File: config.mk
export PLATFORM = sky130hd
export DESIGN_NAME = sync_fifo_pm
export DESIGN_NICKNAME = d
export VERILOG_FILES = /design/src/rtl/sync_fifo_pkg.sv /design/src/rtl/sync_fifo_ram.sv /design/src/rtl/sync_fifo_pm.sv
export SDC_FILE = /design/constraint.sdc
export NUM_CORES = 2
export LEC_CHECK = 0
export BUFFER_PORTS_ARGS = -buffer_cell sky130_fd_sc_hd__clkbuf_2
export CORE_MARGIN = 2
export CORE_UTILIZATION = 25
export DETAILED_ROUTE_END_ITERATION = 10
export SETUP_SLACK_MARGIN = 0.5
export SLEW_MARGIN = 20
export SYNTH_ARGS = -nofsm -noshare
export SYNTH_HDL_FRONTEND = slang
export SYNTH_SLANG_ARGS = --single-unit
File: constraint.sdc
create_clock -name clk -period 4.6 [get_ports clk]
set_input_delay 0 -clock clk [delete_from_list [all_inputs] [get_ports clk]]
set_output_delay 0 -clock clk [all_outputs]
set_load 0.005 [all_outputs]
File: src/rtl/sync_fifo_pkg.sv
// sync_fifo_pkg: shared defaults, pointer-width helper and error-flag bit positions
package sync_fifo_pkg;
   localparam int DEF_DATA_WIDTH = 32;
   localparam int DEF_DEPTH = 64;
   typedef enum logic {OVF = 1'b0, UDF = 1'b1} err_bit_e;
   function automatic int ptr_w(input int depth);
      return $clog2(depth) + 1;
   endfunction
endpackage

File: src/rtl/sync_fifo_ram.sv
// sync_fifo_ram: DEPTH x DATA_WIDTH storage, synchronous write, asynchronous read
module sync_fifo_ram #(
   parameter int DATA_WIDTH = 32,
   parameter int DEPTH = 64,
   localparam int AW = $clog2(DEPTH)
) (
   input  logic                  clk,
   input  logic                  we,
   input  logic [AW-1:0]         waddr,
   input  logic [DATA_WIDTH-1:0] wdata,
   input  logic [AW-1:0]         raddr,
   output logic [DATA_WIDTH-1:0] rdata
);
   logic [DATA_WIDTH-1:0] mem [DEPTH];
   always_ff @(posedge clk)
      if (we) mem[waddr] <= wdata;
   assign rdata = mem[raddr];
endmodule

File: src/rtl/sync_fifo_pm.sv
// sync_fifo_pm: single-clock FIFO with thresholds and sticky errors; define SYNC_FIFO_FWFT_EN for first-word-fall-through reads
module sync_fifo_pm
   import sync_fifo_pkg::*;
#(
   parameter int DATA_WIDTH = DEF_DATA_WIDTH,
   parameter int DEPTH = DEF_DEPTH,
   localparam int AW = $clog2(DEPTH),
   localparam int PW = ptr_w(DEPTH)
) (
   input  logic                  clk,
   input  logic                  rst_n,
   input  logic                  wr_en,
   input  logic [DATA_WIDTH-1:0] data_in,
   input  logic                  rd_en,
   output logic [DATA_WIDTH-1:0] data_out,
   output logic                  full,
   output logic                  empty,
   input  logic [PW-1:0]         af_thresh,
   input  logic [PW-1:0]         ae_thresh,
   output logic                  almost_full,
   output logic                  almost_empty,
   output logic [PW-1:0]         count,
   output logic [PW-1:0]         margin,
   output logic                  overflow,
   output logic                  underflow,
   input  logic                  err_clr
);
   logic [PW-1:0] wr_ptr_q, wr_ptr_d, rd_ptr_q, rd_ptr_d;
   logic [DATA_WIDTH-1:0] dout_q, dout_d, ram_rdata;
   logic [1:0] err_q, err_d;
   logic wr_acc, rd_acc;
`ifdef SYNC_FIFO_FWFT_EN
   logic valid_q, valid_d, load;
   // count spans the RAM plus the prefetched head word in the output stage
   assign count = wr_ptr_q - rd_ptr_q + PW'(valid_q);
   assign empty = !valid_q;
`else
   assign count = wr_ptr_q - rd_ptr_q;
   assign empty = count == '0;
`endif
   assign full = count == PW'(DEPTH);
   assign margin = PW'(DEPTH) - count;
   assign almost_full = count >= af_thresh;
   assign almost_empty = count <= ae_thresh;
   assign data_out = dout_q;
   assign overflow = err_q[OVF];
   assign underflow = err_q[UDF];
   always_comb begin
      wr_acc = wr_en && !full;
      rd_acc = rd_en && !empty;
      wr_ptr_d = wr_ptr_q + PW'(wr_acc);
`ifdef SYNC_FIFO_FWFT_EN
      load = (wr_ptr_q != rd_ptr_q) && (!valid_q || rd_acc);
      valid_d = load || (valid_q && !rd_acc);
      rd_ptr_d = rd_ptr_q + PW'(load);
      dout_d = load ? ram_rdata : dout_q;
`else
      rd_ptr_d = rd_ptr_q + PW'(rd_acc);
      dout_d = rd_acc ? ram_rdata : dout_q;
`endif
      err_d[OVF] = (wr_en && full) || (err_q[OVF] && !err_clr);
      err_d[UDF] = (rd_en && empty) || (err_q[UDF] && !err_clr);
   end
   always_ff @(posedge clk or negedge rst_n)
      if (!rst_n) begin
         wr_ptr_q <= '0;
         rd_ptr_q <= '0;
         dout_q <= '0;
         err_q <= '0;
      end else begin
         wr_ptr_q <= wr_ptr_d;
         rd_ptr_q <= rd_ptr_d;
         dout_q <= dout_d;
         err_q <= err_d;
      end
`ifdef SYNC_FIFO_FWFT_EN
   always_ff @(posedge clk or negedge rst_n)
      if (!rst_n) valid_q <= 1'b0;
      else valid_q <= valid_d;
`endif
   sync_fifo_ram #(.DATA_WIDTH(DATA_WIDTH), .DEPTH(DEPTH)) u_ram (
      .clk  (clk),
      .we   (wr_acc),
      .waddr(wr_ptr_q[AW-1:0]),
      .wdata(data_in),
      .raddr(rd_ptr_q[AW-1:0]),
      .rdata(ram_rdata)
   );
endmodule

==> impl_metrics.yaml <==
synth:
  synth_edf_count: 2048
  postSynthAreaPerCell_um2: 21.9
  syn_area_mm2: 0.0804
  yosys.area_share.simple_pct: 1.94
  synthesis.nets: 3742
  yosysWarnings: 0
  synth_seq_cells: 2096
  synth_cell_types: 50
  seq_area_frac_synth_pct: 78.0
  synth_xor_area_share_pct: 0.229
  synth_top_area_cell: "edfxtp_1"
  synth.area.top_cells: "edfxtp_1, mux4_2, dfrtp_1"
  async_reset_ff_share_pct: 2.29
  synthMuxAreaShare_pct: 15.0
  synth_compound_area_share_pct: 3.04
  netlist_instances: 3667
  synth_fa_ha_area_share_pct: 0.396
  synth.top_cell.area_share_pct: 76.5
  synth_top_family_by_area: "multiplexers"
  ys.flop_type: "edfxtp_1"
layout:
  instances_no_fill: 8541
  fin_area_mm2: 0.0950
  nFillCells: 30900
  seq_area_mm2: 0.0627
  drive_gt1_share_pct: 29.3
  nets: 4131
  syn2layout_area_growth_pct: 18.2
  multi_input_area_mm2: 0.0171
worst_hold_path:
  worstHoldStart: "rd_en"
  min_path_cells: 5
  hold_class: "input pin to flop"
  hold_end: "rd_ptr_q[0]"
timing:
  fmax_mhz: 250
  fin_crit_sh_pct: 86.8
  setup_viol_count_final: 0
  slew_viol_final: 0
  tightest_slew_ns: 1.13
  post-route-min-period_ns: 3.99
  rsz0062_at_grt: "false"
  finalClockSkew_ns: 0.0335
  tns_ns: 0
  maxSlewHeadroom_pct: 24.5
  hold_viol: 0
clock_network:
  ctsHtreeMaxLevel: 4
  cts_buffers: 200
  ctsLongestPathBuffers: 3
  tritoncts: "yes"
  clockRootBuffer: "clkbuf_16"
  clk_pin_slew_ns: 0.06
  cts.sinks: 2096
  insertion_delay_ns: 0.84
power_and_ir_drop:
  peakVddDrop_mv: 0.577
  power_density_mw_per_mm2: 587
  p_leak_nw: 29.6
flow_run:
  cap_violations: 0
setup_path:
  r2r_slack_ns: 0.61
  cp_num_cells: 8
  path_buf_inv: 2
  worstPathCellList: "buf_4 > buf_4 > mux4_2 > a22oi_1 > a21oi_1 > a211oi_1 > nor3_1 > mux2_2"
  worstSetupEndpointType: "flop"
  r2r-start: "rd_ptr_q[0]"
  r2r_cells: 8
  crit_type: "flop to flop"
  critPathMostFrequentCell: "buf_4"
  crit_fanout: 21
  cp_slowest_cell: "a211oi_1"
  cp_top_family: "compound AO/OA/AOI/OAI gates"
  critPathMaxStageDelay_ns: 0.82
  crit_arrival_ns: 4.72
  r2r-end: "data_out[13]"
  required_ns: 5.33
  startpoint_type: "flop"
route:
  antenna_left: 0
  vias_per_cell: 4.58
  drc_errors: 0
  avgRoutedWirePerCell_um: 24.2
  vias: 39100
  drt-total-wl_um: 207000
  dr.first_iter.drc_count: 4431
  first_pass_iters: 5
global_route:
  grt.total_usage_pct: 12.4
  grt_pass1_vias: 39600
  grt-ovfl-total: 0
  antenna_found_initial: 14
  grt_pass1_wl_um: 295000
  grt_max_degree: 113
floorplanning:
  core_area_mm2: 0.320
  die_h_um: 571
  dieArea_mm2: 0.326
  std_cell_rows: 208
  die_w_um: 571
  pin_count: 103
  initial_core_util_pct: 25.1
place:
  port-buffer-count: 102
  hpwlAfterDp_um: 123000
  dp_cells: 8043
  place_area_mm2: 0.0873
  gp_congestion: 0.843
status:
  status: "finished clean"
==> routing by layer <==
| metal | wire length, um | global-route usage, % | vias to the layer above | share of wire (%) |
|---|---|---|---|---|
| li1 | - | - | 16200 | - |
| met1 | 85400 | 16.7 | 21000 | 41 |
| met2 | 101000 | 20.5 | 1542 | 49 |
| met3 | 12900 | 2.00 | 314 | 6.2 |
| met4 | 6960 | 4.13 | 16 | 3.4 |
| met5 | 87 | 0 | - | 0.042 |
==> area by class of cell <==
type | instances | share of cell area (%)
inverter | 30 | 0.123
antenna | 5 | 0.0132
clock buffer | 257 | 5.62
multi-input combinational | 1345 | 18.0
sequential | 2096 | 66.0
timing repair buffer | 383 | 3.26
clock inverter | 120 | 1.29
tap | 4305 | 5.67
==> logic make-up (layout without fill, tap and decap cells) <==
| family | after synthesis | after routing |
|---|---|---|
| DFF | 2096 | 2096 |
| adders and majority gates | 25 | 25 |
| other | 0 | 5 |
| muxes | 587 | 587 |
| AOI/OAI and AO/OA | 358 | 358 |
| and+or+nand+nor | 354 | 354 |
| buffers and inverters | 226 | 790 |
| xor gates and xnor gates | 21 | 21 |
==> tightest hold or removal path: cells and delay by family <==
| family | cells | cell delay, ns |
|---|---|---|
| buf+inv | 3 | 0.77 |
| compound gates | 1 | 0.11 |
| fa+ha+maj | 1 | 0.11 |
==> power by group <==
group | internal (mW) | leakage, nW | total, mW | switching, mW
combinational | 6.95 | 7.37 | 16.9 | 9.97
sequential | 21.9 | 19.0 | 22.4 | 0.545
clock | 9.41 | 3.21 | 16.4 | 7.02
==> sequential cells by signal, summed over array words and instances (netlist names) <==
register / cells
u_ram.mem: 2048
wr_ptr_q: 7
err_q: 2
rd_ptr_q: 7
data_out: 32
==> cell usage in the layout (no fill, tap or decap), types with 20 or more instances in the layout <==
cell | netlist | layout
mux2_2 | 31 | 31
dfrtp_1 | 48 | 45
mux4_2 | 490 | 490
clkinv_1 | 1 | 41
clkbuf_16 | 0 | 203
ha_1 | 23 | 22
a22oi_1 | 149 | 149
buf_4 | 31 | 215
clkbuf_2 | 0 | 94
clkbuf_1 | 66 | 48
nor2_1 | 107 | 42
nand3_1 | 20 | 20
a21oi_1 | 89 | 89
bufinv_16 | 0 | 21
nor2_4 | 0 | 65
clkinv_2 | 0 | 40
o22ai_1 | 29 | 29
nand2_1 | 154 | 154
mux2i_1 | 66 | 66
inv_1 | 27 | 26
dlygate4sd3_1 | 0 | 41
edfxtp_1 | 2048 | 2048
==> cell usage after synthesis (3+ instances only) <==
library cell and count:
a211oi_1 18, a21o_1 3, a21oi_1 89, a221oi_1 5, a22oi_1 149, a2bb2oi_1 16
a31o_2 4, a31oi_1 8, a41o_1 6, and2_1 8, and3_1 10, buf_1 41
buf_2 48, buf_4 31, buf_6 10, clkbuf_1 66, dfrtp_1 48, edfxtp_1 2048
ha_1 23, inv_1 27, mux2_2 31, mux2i_1 66, mux4_2 490, nand2_1 154
nand3_1 20, nand3b_1 4, nand4_1 6, nor2_1 107, nor2b_1 6, nor3_1 11
nor3b_1 5, o211ai_1 11, o21ai_0 10, o22ai_1 29, o41ai_1 4, or3_1 5
or4_1 14, xnor2_1 15, xor2_1 6
==> stage by stage <==
step / hold slack, ns / util [%] / total power, mW / setup WS [ns]
after detailed placement: 0.185 / 27.2 / 39.9 / 0.523
after global placement: 0.175 / 27.2 / 39.8 / 0.347
after CTS: 0.0961 / 29.4 / 56.3 / 0.509
after floorplan: -0.296 / - / 33.4 / 0.198
final: 0.177 / 29.6 / 55.8 / 0.607
after global routing: 0.149 / 29.6 / 58.0 / 0.508
==> worst max-delay path by stage <==
stage | startpoint | endpoint | slack [ns]
global placement | wr_ptr_q[0] | u_ram.mem[28][0] | 0.35
global route | wr_ptr_q[0] | u_ram.mem[48][12] | 0.51
finish | rd_ptr_q[0] | data_out[13] | 0.61
CTS | wr_ptr_q[0] | u_ram.mem[25][12] | 0.51
detailed placement | wr_ptr_q[0] | u_ram.mem[24][18] | 0.52
floorplan | rd_ptr_q[1] | u_ram.mem[48][0] | 0.20
==> timing repair <==
action	in CTS	in global routing
gates resized for setup	0	1
setup buffers	3	65
endpoints found under the hold margin	2139	0
endpoints found under the setup margin	22	476
hold buffers	42	0
pin swaps	2	28
Power figures use the tool's default switching activity.
